$ cat config.mk
export PLATFORM = sky130hd
export DESIGN_NAME = fifoout_unpack
export DESIGN_NICKNAME = d
export VERILOG_FILES = /design/src/rtl/fifoout_unpack.sv
export SDC_FILE = /design/constraint.sdc
export NUM_CORES = 1
export LEC_CHECK = 0
export ABC_AREA = 1
export ABC_CLOCK_PERIOD_IN_PS = 23700
export BUFFER_PORTS_ARGS = -buffer_cell sky130_fd_sc_hd__buf_2
export CAP_MARGIN = 20
export CORE_MARGIN = 3
export CORE_UTILIZATION = 36
export CTS_CLUSTER_DIAMETER = 60
export CTS_CLUSTER_SIZE = 24
export DETAILED_ROUTE_END_ITERATION = 8
export PLACE_DENSITY = 0.57
export SKIP_LAST_GASP = 1
export SLEW_MARGIN = 20
export SYNTH_ARGS = -nofsm -noshare
export SYNTH_HDL_FRONTEND = slang
export SYNTH_SLANG_ARGS = --single-unit
$ cat constraint.sdc
create_clock -name clk -period 23.7 [get_ports clk]
set_input_delay 2.37 -clock clk [delete_from_list [all_inputs] [get_ports clk]]
set_output_delay 2.37 -clock clk [all_outputs]
set_load 0.02 [all_outputs]
$ cat src/rtl/fifoout_unpack.sv
// Two-entry prefetch buffer that unpacks IN_WIDTH words into OUT_WIDTH beats, show-ahead on the read side.
// Define FIFOOUT_UNPACK_MSB_FIRST_EN to emit the most significant lane first (LSB-first otherwise).
module fifoout_unpack #(
    parameter int IN_WIDTH  = 256,
    parameter int OUT_WIDTH = 32
) (
    input  logic                 clk,
    input  logic                 rst_n,
    input  logic                 wr_en,
    input  logic [IN_WIDTH-1:0]  wr_data,
    output logic                 wr_vld,
    output logic                 wr_ovf,
    input  logic                 rd_en,
    output logic                 rd_vld,
    output logic [OUT_WIDTH-1:0] rd_data,
    output logic                 rd_last,
    output logic [1:0]           word_cnt
);

    localparam int RATIO  = IN_WIDTH / OUT_WIDTH;
    localparam int BEAT_W = $clog2(RATIO);
    localparam logic [BEAT_W-1:0] LAST_BEAT = BEAT_W'(RATIO - 1);

    logic [IN_WIDTH-1:0] mem [2];
    logic                wptr;
    logic                rptr;
    logic [1:0]          cnt;
    logic [BEAT_W-1:0]   beat;
    logic [BEAT_W-1:0]   sel;
    logic                wr_fire;
    logic                rd_fire;
    logic                rd_retire;

    // Flags decode registered state only, so wr_vld has no path from rd_en.
    assign wr_vld    = (cnt != 2'd2);
    assign rd_vld    = (cnt != 2'd0);
    assign rd_last   = rd_vld & (beat == LAST_BEAT);
    assign word_cnt  = cnt;
    assign wr_fire   = wr_en & wr_vld;
    assign rd_fire   = rd_en & rd_vld;
    assign rd_retire = rd_fire & rd_last;

    // NOTE: data storage carries no reset; only the pointers and count decide what is valid.
    always_ff @(posedge clk) begin
        if (wr_fire) mem[wptr] <= wr_data;
    end

    // NOTE: non-blocking assignments keep every register sampling pre-edge values.
    always_ff @(posedge clk or negedge rst_n) begin
        if (!rst_n) begin
            wptr   <= 1'b0;
            rptr   <= 1'b0;
            cnt    <= 2'd0;
            beat   <= '0;
            wr_ovf <= 1'b0;
        end else begin
            if (wr_fire) wptr <= ~wptr;
            if (rd_fire) begin
                if (rd_last) begin
                    beat <= '0;
                    rptr <= ~rptr;
                end else begin
                    beat <= beat + BEAT_W'(1);
                end
            end
            if (wr_fire && !rd_retire)      cnt <= cnt + 2'd1;
            else if (!wr_fire && rd_retire) cnt <= cnt - 2'd1;
            if (wr_en && !wr_vld) wr_ovf <= 1'b1;
        end
    end

    // rd_data is deliberately left ungated while rd_vld is low.
    always_comb begin
        // NOTE: default assignment first so no path leaves sel unassigned (no latch).
        sel = beat;
`ifdef FIFOOUT_UNPACK_MSB_FIRST_EN
        sel = LAST_BEAT - beat;
`endif
        rd_data = mem[rptr][sel*OUT_WIDTH +: OUT_WIDTH];
    end

endmodule
==> results.md, run 1 <==
- Status: complete, no violations
- Die height: ~260 µm
- Worst Skew: around 17 ps
- Clock Pin Slew Worst Setup and Hold Paths: approximately 80 ps
- Die W: ~260 µm
- Antenna viol nets, final: 0
- Initial core utilization: between 30% and 40%
- Required @ worst endpoint: approximately 21000 ps
- Avg Inst Size Synth: roughly 11 µm²
- GRT Util Overall: between 10% and 20%
- Synthesized area: around 22000 µm²
- Max Fanout on Critical Path: a little under 90
- Worst-Skew Late Latency: roughly 570 ps
- Syn nets: roughly 2400
- Pre-CTS WS: 17970 ps
- First-pass GRT wire length: around 87000 µm
- Yosys cell types: 20
- Number of primary I/O pins: about 300
- Clock Path Buffers: 3
- Pwr Density: ~130 nW/µm²
- Final setup margin: about 17000 ps
- Vias in the first global route: roughly 14000
- Global route total overflow: 0
- Tmin final: between 6000 and 7000 ps
- Area of the core: 60800 µm²
- Crit start category: flop
- Final WL: approximately 59000 µm
- Hold_buf cts: 0
- RSZ-0062 raised after global routing: false
- First-pass DRT Iterations: 5
- Final Wtd Congestion: between 0.7 and 0.8
- Largest net degree at the start of global routing: roughly 170
- DRC: 0
- Hold Crit Class: reg -> reg
- FP Rows: 90
- P_leak: around 11 nW
- Worst vdd ir: ~0.10 mV
- Type of the worst setup path: reg -> out
- Setup-failing EPs final: 0
- Number of synthesized register bits: 520
- Reg2Reg Depth: 5
- Cells after Synth: 2100
- Clock Tree Root: clkbuf_16
- Via count: approximately 15000
- Dpl cells: around 3100
- Total chip power: 3.30 mW
- Initial antenna violation count: 11
- Setup crit end kind: primary output
- H-tree depth: 2
- Setup Buffers After CTS: 0
- Via density: between 4 and 5
- 1st-iter DRT viols: about 1200
- Fillers: 5781
- Final setup TNS: 0 ps
- Critical path data arrival time: 3900 ps
- Max_cap viols: 0
- Actual slew at the worst max-slew pin: 1450 ps
- Final period util: 26.4%
- Resize count post-CTS: 0
- Nets@finish: 2617
- Share of cells above drive strength 1: between 10% and 20%
- Rel. slew slack: 3.60%
- CTS buffer count: 45
- Yosys warns: 0
- Port bufs: slightly below 300
- Fin. Hold Viols: 0
- CTS tree: done
- Post-synthesis sequential area ratio: between 60% and 70%
- Full die area: 65000 µm²
- Max Transition Viols Final: 0
- Worst hold stages: 1
- Sink Count: 520
- F_max: between 150 and 200 MHz
- DR WL/cell: around 19 µm
- Layout Cells excl Fill: between 3000 and 4000
- DPL Wire Length: roughly 36000 µm
- Area delta synth->final: 16.0%
per-stage QoR:
| step | util [%] | hold slack, ps | cell area (µm²) |
|---|---|---|---|
| after detailed placement | 39.9 | 457 | 24300 |
| final | 42.6 | 470 | 25900 |
| after global routing | 42.6 | 488 | 25900 |
| after floorplan | - | 487 | 22300 |
| after global placement | 39.9 | 446 | 24300 |
| after CTS | 42.5 | 476 | 25800 |
where the power goes:
part	switching [mW]	total, mW	internal (mW)
Sequential	0.0513	1.31	1.26
Clock	0.371	0.775	0.403
Combinational	0.898	1.22	0.319
Total	1.32	3.30	1.98
cells in the mapped netlist, drive strengths merged:
cell / number / share of area [%]
nand3: 386 / 8.7
edfxtp: 512 / 69
nor2: 4 / 0.067
ha: 3 / 0.17
dfrtp: 8 / 0.90
buf: 89 / 2.7
inv: 393 / 6.6
o21a: 1 / 0.034
a31o: 1 / 0.039
xor2: 2 / 0.078
a21oi: 2 / 0.045
nand2: 677 / 11
xnor2: 1 / 0.039
o21ai: 4 / 0.090
clkbuf: 17 / 0.29
per-layer routing:
metal,GRT usage [%],share of wire [%],vias to the layer above
li1,-,-,7301
met1,25.8,46,7179
met2,28.1,46,423
met3,2.87,5.9,79
met4,4.92,2.1,2
met5,0,0.019,-
layout make-up:
class	count	area, µm²	share of cell area, %
flip-flops and latches	520	15600	60.2
multi-input cells	1081	4610	17.8
repair buffers	313	1640	6.35
inverters	393	1490	5.75
clock buffers	48	1140	4.39
well taps	782	978	3.78
clock inverters	33	413	1.59
diodes	12	30.0	0.116
logic make-up after synthesis:
| family | synth area share (%) |
|---|---|
| simple gates | 20.1 |
| flops | 69.8 |
| buf+inv | 9.62 |
| compound gates | 0.207 |
| xor+xnor | 0.118 |
| fa+ha+maj | 0.168 |
sequential cells by signal, indices dropped and copies added (netlist names):
name and flops:
beat 3, mem 512, rptr 1, word_cnt 2, wptr 1, wr_ovf 1
path summary, 6_finish.rpt:
check / from / endpoint / slack [ps]
max in group asynchronous: rst_n / rptr / 21860
worst min-delay path: wr_ovf / wr_ovf / 470
min in group asynchronous: rst_n / wr_ovf / 1630
worst min register to register: wr_ovf / wr_ovf / 470
worst max register to register: word_cnt[0] / mem[1][171] / 20830
worst max-delay path: rptr / rd_data[8] / 17430
cell usage in the layout, fill, tap and decap left out, types with 3 or more instances in the layout:
| master | n |
|---|---|
| diode_2 | 12 |
| clkinv_2 | 4 |
| edfxtp_1 | 512 |
| clkbuf_16 | 45 |
| o21ai_0 | 4 |
| buf_2 | 297 |
| bufinv_16 | 3 |
| buf_12 | 3 |
| nand2_1 | 677 |
| buf_4 | 13 |
| clkinv_8 | 4 |
| inv_8 | 6 |
| dfrtp_4 | 3 |
| ha_1 | 3 |
| clkbuf_1 | 3 |
| nand3_1 | 386 |
| dfrtp_1 | 4 |
| inv_1 | 390 |
| inv_6 | 12 |
worst max-delay path, cell delays in order, from the launching register on:
cell     delay [ps]
dfrtp_4         570
buf_4           810
buf_4           800
nand2_1         110
nand2_1         100
nand2_1          50
nand3_1         160
nand3_1         210
nand2_1         140
buf_2           170
Note: power is estimated with default switching activity, not from simulation.
==> run 2, diff against run 1 <==
- ABC_AREA: 1 -> 0
- ABC_CLOCK_PERIOD_IN_PS: 23700 -> 5730
- PLACE_DENSITY: 0.57 -> 0.6
- clock period: 23.7 -> 5.73 ns (I/O delays scaled with it)
==> run 2 against run 1 <==
Against the previous run: synthesized cell count down 61%; sequential power rose to 4.2 times the previous value; setup slack lost 15000 ps; cell count down 42%; clock power increased to 3.8 times the previous value; utilization increased by 1.3 points; register-to-register slack worse by 18000 ps; flip-flop and latch count unchanged; combinational power grew to 3.0 times the previous value; critical path depth shrank 4; hold slack got worse by 290 ps; synthesized area fell by 13%.
==> results.md, run 2 <==
- Worst vdd ir: between 0.4 and 0.5 mV
- H-tree depth: 2
- Fin. Hold Viols: 0
- Cell at the slowest stage of the critical path: dfrtp_4
- Commonest non-fill, non-tap cell in the layout: edfxtp_1
- Sequential Power Share: 45.6%
- Post-Synth Adder-Cell Area: less than 1%
- Hold Crit Class: in -> reg
- Ranking of synthesized cells by area: edfxtp_1, mux4_2, a22oi_1
- Post-synth ARST share: between 1.5 and 2%
- NetSw: around 3.8 mW
- Delay-heaviest family, CP: flip-flops
- Synthesized area: approximately 20000 µm²
- Reg2Reg Depth: 3
- Max_cap viols: 0
- GRT Util Overall: between 10 and 15%
- First-pass DRT Iterations: 4
- Flop2flop setup slack: roughly 3200 ps
- Switching share of power: 31.8%
- Worst Skew: between 20 and 25 ps
- Clock Path Buffers: 3
- Share of cells above drive strength 1: roughly 45%
- F_max: ~270 MHz
- Internal power: between 8 and 9 mW
- First-pass GRT wire length: slightly above 60000 µm
- Crit-path cells: buf_12 -> mux4_2 -> a22oi_1 -> nand2_1 -> buf_2
- Xor-xnor portion of the synthesized cell area: less than 1%
- Synth cell count leaders: edfxtp_1, mux4_2, a22oi_1
- Required @ worst endpoint: about 5200 ps
- CTS tree: done
- Mux share of post-synthesis cell area: roughly 15%
- Type of the worst setup path: reg -> out
- Final period util: 65.7%
- Max Transition Viols Final: 0
- Largest family of logic cells by synthesized area: multiplexers
- Area of the core: 53100 µm²
- Reg2reg end: mem[1][164]
- Setup-failing EPs final: 0
- Port bufs: 297
- CTS buffer count: 40
- 1st-iter DRT viols: a little under 700
- Final WL: a little over 40000 µm
- Die W: 239 µm
- P_leak: 7.95 nW
- Synth Flop Type: edfxtp_1
- Largest net degree at the start of global routing: between 100 and 150
- Number of primary I/O pins: slightly below 300
- DPL Wire Length: approximately 26000 µm
- Via density: ~5
- Cells after Synth: 817
- Post-synthesis compound-gate area fraction: 2.64%
- Worst flop-to-flop path startpoint: word_cnt[0]
- Yosys top cell area share: approximately four fifths
- Resize count post-CTS: 0
- Worst-Skew Late Latency: 560 ps
- Largest Register: mem
- Setup Buffers After CTS: 0
- Yosys warns: 0
- Clock Pin Slew Worst Setup and Hold Paths: roughly 90 ps
- Tmin final: about 3800 ps
- Area delta synth->final: 19.7%
- Nets@finish: roughly 1400
- Via count: ~9300
- DR WL/cell: 22.4 µm
- Post-DP Area: between 20000 and 25000 µm²
- Post-route cell area: ~23000 µm²
- Worst Hold Path EP: mem[1][118]
- Antenna viol nets, final: 0
- Post-synth EDFFs: about 510
- Post-synthesis sequential area ratio: about four fifths
- Clk pwr share: 24.5%
- Global route total overflow: 0
- CP peak stage delay: approximately 860 ps
- Max reg flops: between 500 and 600
- Post-synth top area cell: edfxtp_1
- Syn nets: 1080
- FP Rows: between 80 and 90
- Worst hold stages: 1
- Most common cell in the netlist: edfxtp_1
- Full die area: ~57000 µm²
- Avg Inst Size Synth: around 24 µm²
- Number of synthesized register bits: 520
- DRC: 0
- Initial core utilization: approximately 37%
- Most frequent cells in the layout: edfxtp_1, buf_2, mux4_2, a22oi_1, clkbuf_16
- Die height: about 240 µm
- Final Wtd Congestion: slightly above 0.7
- Vias in the first global route: between 10000 and 15000
- Pwr Density: roughly 520 nW/µm²
- Hold_buf cts: 1
- Comb pwr share: between 20 and 30%
- HP Start: wr_data[118]
- Max Fanout on Critical Path: 68
- Clock Tree Root: clkbuf_16
- Yosys cell types: 25
- Worst hold margin: between 150 and 200 ps
- Rel. slew slack: between 30% and 40%
- Sink Count: 520
- Setup crit end kind: primary output
- RSZ-0062 raised after global routing: false
- Initial antenna violation count: 15
- Critical path data arrival time: approximately 3200 ps
- WP buf/inv: 2
- Crit start category: flop
- Actual slew at the worst max-slew pin: ~960 ps
- Final setup TNS: 0 ps
- Status: complete, no violations
- Post-synthesis simple-gate area fraction: 0.984%
==> run 2: changes by cell type after synthesis, moves of 6 or more <==
cell     before  now
mux4_2        0  128
buf_1        15    9
inv_1       392    2
buf_4        32    8
nand3_1     386    0
buf_6        14    0
nand2_1     677   35
a22oi_1       0   64
buf_2        27    8
==> run 2: power groups by stage <==
stage / sequential (mW) / combinational [mW] / clock (mW)
6_report: 5.49 / 3.60 / 2.95
5_1_grt: 5.58 / 3.91 / 3.20
4_1_cts: 5.50 / 3.69 / 3.06
3_5_place_dp: 5.59 / 3.68 / 0
3_3_place_gp: 5.54 / 3.66 / 0
2_1_floorplan: 5.52 / 2.60 / 0
==> run 2: area by class of cell <==
type / instances / area [µm²]
Fill cell: 4575 / 29800
Sequential cell: 520 / 15600
Multi-Input combinational cell: 252 / 3720
Timing Repair Buffer: 311 / 1690
Clock buffer: 41 / 1000
Tap cell: 688 / 861
Clock inverter: 32 / 404
Antenna cell: 10 / 25.0
Inverter: 2 / 7.51
==> run 2: how the worst max path moves through the flow <==
stage,from,to,slack (ps),cells past startpoint
after global placement,rptr,rd_data[12],2510,5
final,rptr,rd_data[12],1970,5
after CTS,rptr,rd_data[7],1850,5
after detailed placement,rptr,rd_data[7],2500,5
after floorplan,word_cnt[0],mem[0][0],460,3
after global routing,rptr,rd_data[11],1710,5
==> run 2: cell families after synthesis <==
family / after synthesis
buffers and inverters: 45
AOI/OAI and AO/OA: 69
muxes: 129
xor gates and xnor gates: 5
adders and majority gates: 3
DFF: 520
and+or+nand+nor: 46
==> run 2: metrics by stage <==
stage | utilization (%) | total power [mW] | worst slack [ps] | cells
floorplan | - | 8.13 | 461 | 817
global placement | 41.1 | 9.20 | 2510 | 1771
detailed placement | 41.1 | 9.27 | 2500 | 1771
CTS | 43.8 | 12.3 | 1850 | 1845
global route | 43.8 | 12.7 | 1710 | 1848
finish | 43.9 | 12.0 | 1970 | 1856
==> run 2: metal layers <==
| metal | part of all wire [%] | track usage (%) | wire (µm) | up-vias |
|---|---|---|---|---|
| li1 | - | - | - | 4145 |
| met1 | 42 | 19.3 | 17400 | 4825 |
| met2 | 49 | 23.8 | 20300 | 274 |
| met3 | 6.9 | 3.96 | 2850 | 68 |
| met4 | 2.0 | 4.01 | 847 | 12 |
| met5 | 0.20 | 0 | 82 | - |
